==> src/rtl/prsc_tile_transposer.sv <==
// Ping-pong tile transposer: captures columns into a TILE_SIZE x TILE_SIZE bank and streams rows.
// Optional build macro PRSC_RELU_CLIP_EN clamps negative (MSB-set) pixels to zero at capture.
module prsc_tile_transposer #(
    parameter int unsigned PIX_WIDTH = 8,
    parameter int unsigned TILE_SIZE = 6
) (
    input  logic                           clk_i,
    input  logic                           rst_i,
    input  logic                           en_i,
    input  logic                           col_valid_i,
    input  logic [PIX_WIDTH*TILE_SIZE-1:0] col_data_i,
    output logic                           row_valid_o,
    input  logic                           row_ready_i,
    output logic [PIX_WIDTH*TILE_SIZE-1:0] row_data_o,
    output logic                           row_last_o,
    output logic                           tile_done_o,
    output logic                           overflow_o
);

    localparam int unsigned COL_W = PIX_WIDTH * TILE_SIZE;
    localparam int unsigned PTR_W = (TILE_SIZE > 1) ? $clog2(TILE_SIZE) : 1;
    localparam logic [PTR_W-1:0] LAST_IDX = PTR_W'(TILE_SIZE - 1);

    localparam logic [1:0] ST_EMPTY    = 2'd0;
    localparam logic [1:0] ST_FILLING  = 2'd1;
    localparam logic [1:0] ST_FULL     = 2'd2;
    localparam logic [1:0] ST_DRAINING = 2'd3;

    logic [1:0]       bank_state_q [2];
    logic [1:0]       bank_state_d [2];
    logic [COL_W-1:0] mem_q [2][TILE_SIZE];

    logic             wr_bank_q, wr_bank_d;
    logic [PTR_W-1:0] wr_col_q, wr_col_d;
    logic             rd_bank_q, rd_bank_d;
    logic [PTR_W-1:0] rd_row_q, rd_row_d;
    logic             tile_done_q;
    logic             overflow_q;

    logic             wr_open;
    logic             col_take;
    logic             col_drop;
    logic             row_fire;
    logic [COL_W-1:0] col_in;

    assign wr_open  = (bank_state_q[wr_bank_q] == ST_EMPTY) ||
                      (bank_state_q[wr_bank_q] == ST_FILLING);
    assign col_take = en_i && col_valid_i && wr_open;
    assign col_drop = en_i && col_valid_i && !wr_open;

    assign row_valid_o = (bank_state_q[rd_bank_q] == ST_FULL) ||
                         (bank_state_q[rd_bank_q] == ST_DRAINING);
    assign row_fire    = row_valid_o && row_ready_i;
    assign row_last_o  = row_valid_o && (rd_row_q == LAST_IDX);
    assign tile_done_o = tile_done_q;
    assign overflow_o  = overflow_q;

    always_comb begin
        col_in = col_data_i;
`ifdef PRSC_RELU_CLIP_EN
        for (int r = 0; r < TILE_SIZE; r++) begin
            if (col_data_i[r*PIX_WIDTH+PIX_WIDTH-1]) begin
                col_in[r*PIX_WIDTH+:PIX_WIDTH] = '0;
            end
        end
`else
        col_in = col_data_i;
`endif
    end

    // Transposed view: output pixel c is pixel rd_row of stored column c; zero when idle.
    always_comb begin
        row_data_o = '0;
        if (row_valid_o) begin
            for (int c = 0; c < TILE_SIZE; c++) begin
                row_data_o[c*PIX_WIDTH+:PIX_WIDTH] =
                    mem_q[rd_bank_q][c][rd_row_q*PIX_WIDTH+:PIX_WIDTH];
            end
        end
    end

    // Write and read never target the same bank: their state preconditions are disjoint.
    always_comb begin
        bank_state_d[0] = bank_state_q[0];
        bank_state_d[1] = bank_state_q[1];
        wr_bank_d       = wr_bank_q;
        wr_col_d        = wr_col_q;
        rd_bank_d       = rd_bank_q;
        rd_row_d        = rd_row_q;
        if (col_take) begin
            if (wr_col_q == LAST_IDX) begin
                bank_state_d[wr_bank_q] = ST_FULL;
                wr_col_d                = '0;
                wr_bank_d               = ~wr_bank_q;
            end else begin
                bank_state_d[wr_bank_q] = ST_FILLING;
                wr_col_d                = wr_col_q + 1'b1;
            end
        end
        if (row_fire) begin
            if (rd_row_q == LAST_IDX) begin
                bank_state_d[rd_bank_q] = ST_EMPTY;
                rd_row_d                = '0;
                rd_bank_d               = ~rd_bank_q;
            end else begin
                bank_state_d[rd_bank_q] = ST_DRAINING;
                rd_row_d                = rd_row_q + 1'b1;
            end
        end
    end

    always_ff @(posedge clk_i or posedge rst_i) begin
        if (rst_i) begin
            bank_state_q[0] <= ST_EMPTY;
            bank_state_q[1] <= ST_EMPTY;
            wr_bank_q       <= 1'b0;
            wr_col_q        <= '0;
            rd_bank_q       <= 1'b0;
            rd_row_q        <= '0;
            tile_done_q     <= 1'b0;
            overflow_q      <= 1'b0;
        end else begin
            bank_state_q[0] <= bank_state_d[0];
            bank_state_q[1] <= bank_state_d[1];
            wr_bank_q       <= wr_bank_d;
            wr_col_q        <= wr_col_d;
            rd_bank_q       <= rd_bank_d;
            rd_row_q        <= rd_row_d;
            tile_done_q     <= row_fire && (rd_row_q == LAST_IDX);
            overflow_q      <= overflow_q || col_drop;
        end
    end

    // Pixel storage needs no reset: contents are only visible while a bank is FULL/DRAINING.
    always_ff @(posedge clk_i) begin
        if (col_take) begin
            mem_q[wr_bank_q][wr_col_q] <= col_in;
        end
    end

endmodule

==> config.mk <==
export PLATFORM = sky130hd
export DESIGN_NAME = prsc_tile_transposer
export DESIGN_NICKNAME = d
export VERILOG_FILES = /design/src/rtl/prsc_tile_transposer.sv
export SDC_FILE = /design/constraint.sdc
export NUM_CORES = 1
export LEC_CHECK = 0
export ABC_AREA = 1
export ABC_CLOCK_PERIOD_IN_PS = 5100
export CORE_ASPECT_RATIO = 0.9
export CORE_UTILIZATION = 57
export CTS_BUF_LIST = sky130_fd_sc_hd__clkbuf_4 sky130_fd_sc_hd__clkbuf_8
export CTS_CLUSTER_SIZE = 10
export DETAILED_ROUTE_END_ITERATION = 12
export PLACE_DENSITY = 0.76
export SLEW_MARGIN = 20
export SYNTH_ARGS = -nofsm -noshare
export SYNTH_HDL_FRONTEND = slang
export SYNTH_SLANG_ARGS = --single-unit
export TNS_END_PERCENT = 30
==> constraint.sdc <==
create_clock -name clk_i -period 5.1 [get_ports clk_i]
set_input_delay 0.51 -clock clk_i [delete_from_list [all_inputs] [get_ports clk_i]]
set_output_delay 0.51 -clock clk_i [all_outputs]
set_load 0.05 [all_outputs]
==> results.toml, run 1 <==
[logic_synthesis]
yosysTopAreaCell = "edfxtp_1"
seq_area_frac_synth_pct = 76.0
synth.ff_latch_count = 588
synth_most_common_cell = "edfxtp_1"
yosysWarnings = 0
synth_area_leaders = "edfxtp_1 (75%), nor2_1 (6.0%), o21ai_0 (5.4%), nand2_1 (2.7%), o211ai_1 (2.7%)"
synth_top_area_share_pct = 74.7
netlist_area_um2 = 23100
async_flop_share_pct = 2.04
syn_nets = 1843
ys_top_cells_by_count = "edfxtp_1 (576), nor2_1 (371), o21ai_0 (251)"
ys.flop_type = "edfxtp_1"
synth_cell_types = 26
avgSynthCellArea_um2 = 12.9
synthesis.instances = 1790
synth_edf_count = 576

[cts]
cts_tree = "done"
cts-root-buf = "clkbuf_8"
clk_latency_ps = 660
cts_hold_buf = 0
post_cts_buffers = 0
cts-buffers-inserted = 92
clk_pin_slew_worst_paths_ps = 60
post_cts_resize_count = 0
htree_levels = 3
cts.sinks = 588
clockBufferDepth = 3

[sta]
max_slew_margin_pct = 24.1
fin_ws_ps = 518
min_period_ps = 4580
final_max_slew_viol_count = 0
setup_tns_ps = 0
worst_pin_slew_ps = 1140
period_share_pct = 89.8
hold_viol = 0
setup_viol = 0
fin_worst_skew_ps = 29.7
rsz0062_at_grt = "false"
max_freq_mhz = 218

[critical_path]
r2r-start = "wr_bank_q"
endpoint_kind = "output pin"
critPathMaxFanout = 39
critical_path_class = "register to output pin"
r2r_cells = 8
r2r_slack_ps = 1670
required_ps = 4590
rr_endpoint = "mem_q[0][198]"
cp.arrival_ps = 4070
cp-start-kind = "register"

[power]
power.internal_uw = 9090
powerDensity_nw_per_um2 = 557
fin_total_pwr_uw = 14800
clkPwrFrac_pct = 26.0
power_frac_comb_pct = 35.0
p_leak_uw = 0.00891
pwr-share-seq_pct = 39.0
switching_share_pct = 38.6
p_switching_uw = 5710
peakVddDrop_mv = 0.414

[placement]
dp_hpwl_mm = 33.7
dpl_cell_area_um2 = 24700
io_buffers = 104
dpl.cell_count = 2344
pre_cts_slack_ps = 1250
gp_congestion = 0.828

[drt]
ant_nets = 0
via_per_inst = 6.05
num_vias = 15200
first_pass_iters = 6
wire_per_inst_um = 23.4
wl_mm = 59.0
drt_iter0_markers = 1809
post-route-drc-count = 0

[job]
drv_cap = 0

[hold_path]
worstHoldPathType = "primary input to async pin"

[die]
die_h_um = 193
start_util_pct = 58.3
io_pins = 105
die_x_um = 214
dieArea_um2 = 41400
row_count = 69
fp.coreArea_um2 = 39700

[layout]
stdcell_count = 2520
drive_gt1_share_pct = 10.0
multi_input_area_um2 = 4910
syn_to_final_growth_pct = 14.7
stdcell_area_um2 = 26600
regArea_um2 = 17600
nFillCells = 2763
nets = 1959

[outcome]
status = "finished, final reports clean"

[grt]
antenna_found_initial = 11
grt_overflow = 0
grt_first_pass_wirelength_mm = 88.5
grt_pass1_vias = 14700
grt_max_degree = 131
grt_usage_pct = 28.7
## routing by layer
| layer | wire length (µm) | vias to the layer above | track usage (%) |
|---|---|---|---|
| met2 | 27200 | 903 | 43.6 |
| met3 | 6530 | 127 | 6.43 |
| met4 | 2130 | 2 | 12.7 |
| met5 | 11 | - | 0 |
| li1 | - | 6743 | - |
| met1 | 23100 | 7469 | 40.3 |
## power by group through the flow
stage / clock network (µW) / logic, µW / registers [µW]
detailed placement: 0 / 5100 / 5870
finish: 3850 / 5190 / 5770
CTS: 3880 / 5120 / 5770
global placement: 0 / 5020 / 5850
global route: 4090 / 5540 / 5790
floorplan: 0 / 3500 / 5700
## metrics by stage
step,util (%),hold WS [ps]
2_1_floorplan,-,375
3_3_place_gp,62.3,465
3_5_place_dp,62.3,480
4_1_cts,66.8,189
5_1_grt,66.9,227
6_report,66.9,215
## final cells by class
class,instances,share of cell area (%)
diodes,9,0.0848
clock buffers,137,6.13
clock inverters,30,0.589
inverters,48,0.716
multi-input cells,1039,18.5
flip-flops and latches,588,66.3
well taps,532,2.51
repair buffers,137,5.18
## worst max-delay path by stage
stage | startpoint | end | slack [ps] | cells past startpoint
floorplan | wr_bank_q | mem_q[1][0] | 420 | 3
global placement | rd_bank_q | row_data_o[18] | 1310 | 7
detailed placement | rd_bank_q | row_data_o[18] | 1250 | 7
CTS | rd_bank_q | row_data_o[18] | 580 | 7
global route | rd_bank_q | row_data_o[18] | 390 | 8
finish | rd_bank_q | row_data_o[18] | 520 | 7
## flip-flops by register name, indices dropped and copies added (netlist names)
register,cells
wr_col_q,3
rd_bank_q,1
tile_done_o,1
rd_row_q,3
bank_state_q,2
overflow_o,1
wr_bank_q,1
mem_q,576
## critical path, cell delays in order (launching register included)
cell             delay, ps
dfrtp_4                680
o21ai_2                340
inv_4                  110
nor2_4                 610
buf_4                  440
nand3_1                130
nand2_1                140
clkdlybuf4s50_1        960
## cell usage in the layout (no fill, tap or decap), types with 24 or more instances in the layout
master	n
o211ai_1	84
o22ai_1	42
o21ai_0	251
buf_4	26
clkinv_1	24
clkdlybuf4s50_1	104
nor2_1	361
clkbuf_8	96
nand3_1	79
clkbuf_4	41
edfxtp_1	576
inv_1	45
nand2_1	168
## cell families after synthesis
logic type	synth area share (%)
buffers and inverters	3.13
AOI/OAI and AO/OA	10.1
and+or+nand+nor	10.7
DFF	76.0
xor gates and xnor gates	0.0757
(Power assumes the default switching activity.)
==> inputs of run 2 (changes only) <==
--- a/config.mk
+++ b/config.mk
@@ -8,11 +8,11 @@
 export ABC_AREA = 1
 export ABC_CLOCK_PERIOD_IN_PS = 5100
 export CORE_ASPECT_RATIO = 0.9
-export CORE_UTILIZATION = 57
+export CORE_UTILIZATION = 60
 export CTS_BUF_LIST = sky130_fd_sc_hd__clkbuf_4 sky130_fd_sc_hd__clkbuf_8
 export CTS_CLUSTER_SIZE = 10
 export DETAILED_ROUTE_END_ITERATION = 12
-export PLACE_DENSITY = 0.76
+export PLACE_DENSITY = 0.79
 export SLEW_MARGIN = 20
 export SYNTH_ARGS = -nofsm -noshare
 export SYNTH_HDL_FRONTEND = slang
==> run 2 against run 1 <==
Against the previous run:
- setup slack gained 97 ps
- clock skew is 4.8 ps lower
- clock power decreased by 6.0%
- first-iteration DRC count is 22% higher
- die area decreased by 4.9%
- highest routed layer is now met4
- critical path depth did not move
- largest power group unchanged
- via count rose by 0.69%
- core utilization up 3.1 points
- sequential share of layout area is 0.58 points higher
==> results.toml, run 2 (same netlist as run 1, synthesis figures left out) <==
[drt]
via_per_inst = 6.25
ant_nets = 0
num_vias = 15300
first_pass_iters = 6
drt_iter0_markers = 2214
wire_per_inst_um = 25.0
wl_mm = 61.4
post-route-drc-count = 0

[sta]
hold_slack_ps = 224
fin_worst_skew_ps = 24.9
hold_viol = 0
final_max_slew_viol_count = 0
min_period_ps = 4480
worst_pin_slew_ps = 1070
max_slew_margin_pct = 28.7
rsz0062_at_grt = "false"
fin_ws_ps = 615
setup_viol = 0
period_share_pct = 87.9
max_freq_mhz = 223
setup_tns_ps = 0

[cts]
cts.sinks = 588
clk_latency_ps = 620
cts-root-buf = "clkbuf_8"
post_cts_resize_count = 0
cts_tree = "done"
clk_pin_slew_worst_paths_ps = 70
htree_levels = 3
clockBufferDepth = 3
post_cts_buffers = 0
cts-buffers-inserted = 87
cts_hold_buf = 0

[critical_path]
endpoint_kind = "output pin"
required_ps = 4590
cp.arrival_ps = 3970
rr_endpoint = "mem_q[1][226]"
r2r_cells = 8
worstSetupEndpoint = "row_data_o[46]"
critical_path_class = "register to output pin"
crit_path_cell_trace = "inv_8, buf_4, nor2_1, o211ai_1, nand3_1, nand2_1, clkdlybuf4s50_1"
critPathMaxStageDelay_ps = 810
cp-start-kind = "register"
critPathMaxFanout = 134
r2r-start = "wr_bank_q"
r2r_slack_ps = 1510
cp_slowest_cell = "clkdlybuf4s50_1"
critPathLaunch = "rd_bank_q"

[outcome]
status = "finished, final reports clean"

[die]
row_count = 67
die_h_um = 188
start_util_pct = 61.5
die_x_um = 209
fp.coreArea_um2 = 37600
dieArea_um2 = 39400
io_pins = 105

[grt]
grt_max_degree = 165
grt_usage_pct = 31.4
grt_overflow = 0
grt_first_pass_wirelength_mm = 90.3
antenna_found_initial = 4
grt_pass1_vias = 14800

[layout]
layout_common_cells = "edfxtp_1 (576), nor2_1 (361), o21ai_0 (251), nand2_1 (168), clkdlybuf4s50_1 (104)"
final_common_cell = "edfxtp_1"
top_register = "mem_q"
regArea_um2 = 17600
nFillCells = 2420
nets = 1956
drive_gt1_share_pct = 9.39
largestRegisters = "mem_q x576, rd_row_q x3, wr_col_q x3"
largest_reg_flops = 576
syn_to_final_growth_pct = 13.7
multi_input_area_um2 = 4910

[hold_path]
worstHoldPathType = "primary input to async pin"

[power]
peakVddDrop_mv = 0.378
p_leak_uw = 0.00882
fin_total_pwr_uw = 14800
powerDensity_nw_per_um2 = 561

[placement]
dp_hpwl_mm = 36.1
pre_cts_slack_ps = 1310
io_buffers = 104
gp_congestion = 0.928

[job]
drv_cap = 0
## run 2: area by class of cell
class | count | share of cell area, %
flip-flops and latches | 588 | 66.9
multi-input cells | 1039 | 18.7
clock buffers | 120 | 5.58
repair buffers | 139 | 5.14
well taps | 483 | 2.30
inverters | 48 | 0.722
clock inverters | 37 | 0.694
diodes | 3 | 0.0285
## run 2: where the power goes
group / internal (µW) / total (µW) / switching (µW)
registers: 5540 / 5790 / 247
logic: 1460 / 5360 / 3900
clock network: 1910 / 3620 / 1720
## run 2: how the worst min path moves through the flow
stage / startpoint / slack [ps] / endpoint / depth (start not counted)
finish: rst_i / 220 / rd_row_q[2] / 2
global route: rst_i / 280 / rd_row_q[0] / 2
CTS: rst_i / 210 / rd_row_q[0] / 2
detailed placement: overflow_o / 490 / overflow_o / 1
global placement: overflow_o / 470 / overflow_o / 1
floorplan: rst_i / 370 / bank_state_q[1] / 1
## run 2: through the flow
stage | instances | util, % | instance area [µm²]
after floorplan | 1790 | - | 23100
after global placement | 2297 | 65.5 | 24700
after detailed placement | 2297 | 65.5 | 24700
after CTS | 2454 | 69.9 | 26300
after global routing | 2457 | 69.9 | 26300
final | 2457 | 69.9 | 26300
## run 2: routing by layer
metal  GRT usage [%]  vias up  routed length (µm)
met5               0        -                   0
met4            17.1        0                3030
met3            6.75      194                6770
met2            49.0     1042               29000
met1            41.8     7376               22600
li1                -     6737                   -
## run 2: critical path: cells and delay by family, from the launching register on
family	cells	cell delay, ps
AOI/OAI and AO/OA	1	430
DFF	1	660
and+or+nand+nor	3	370
buffers and inverters	3	1810
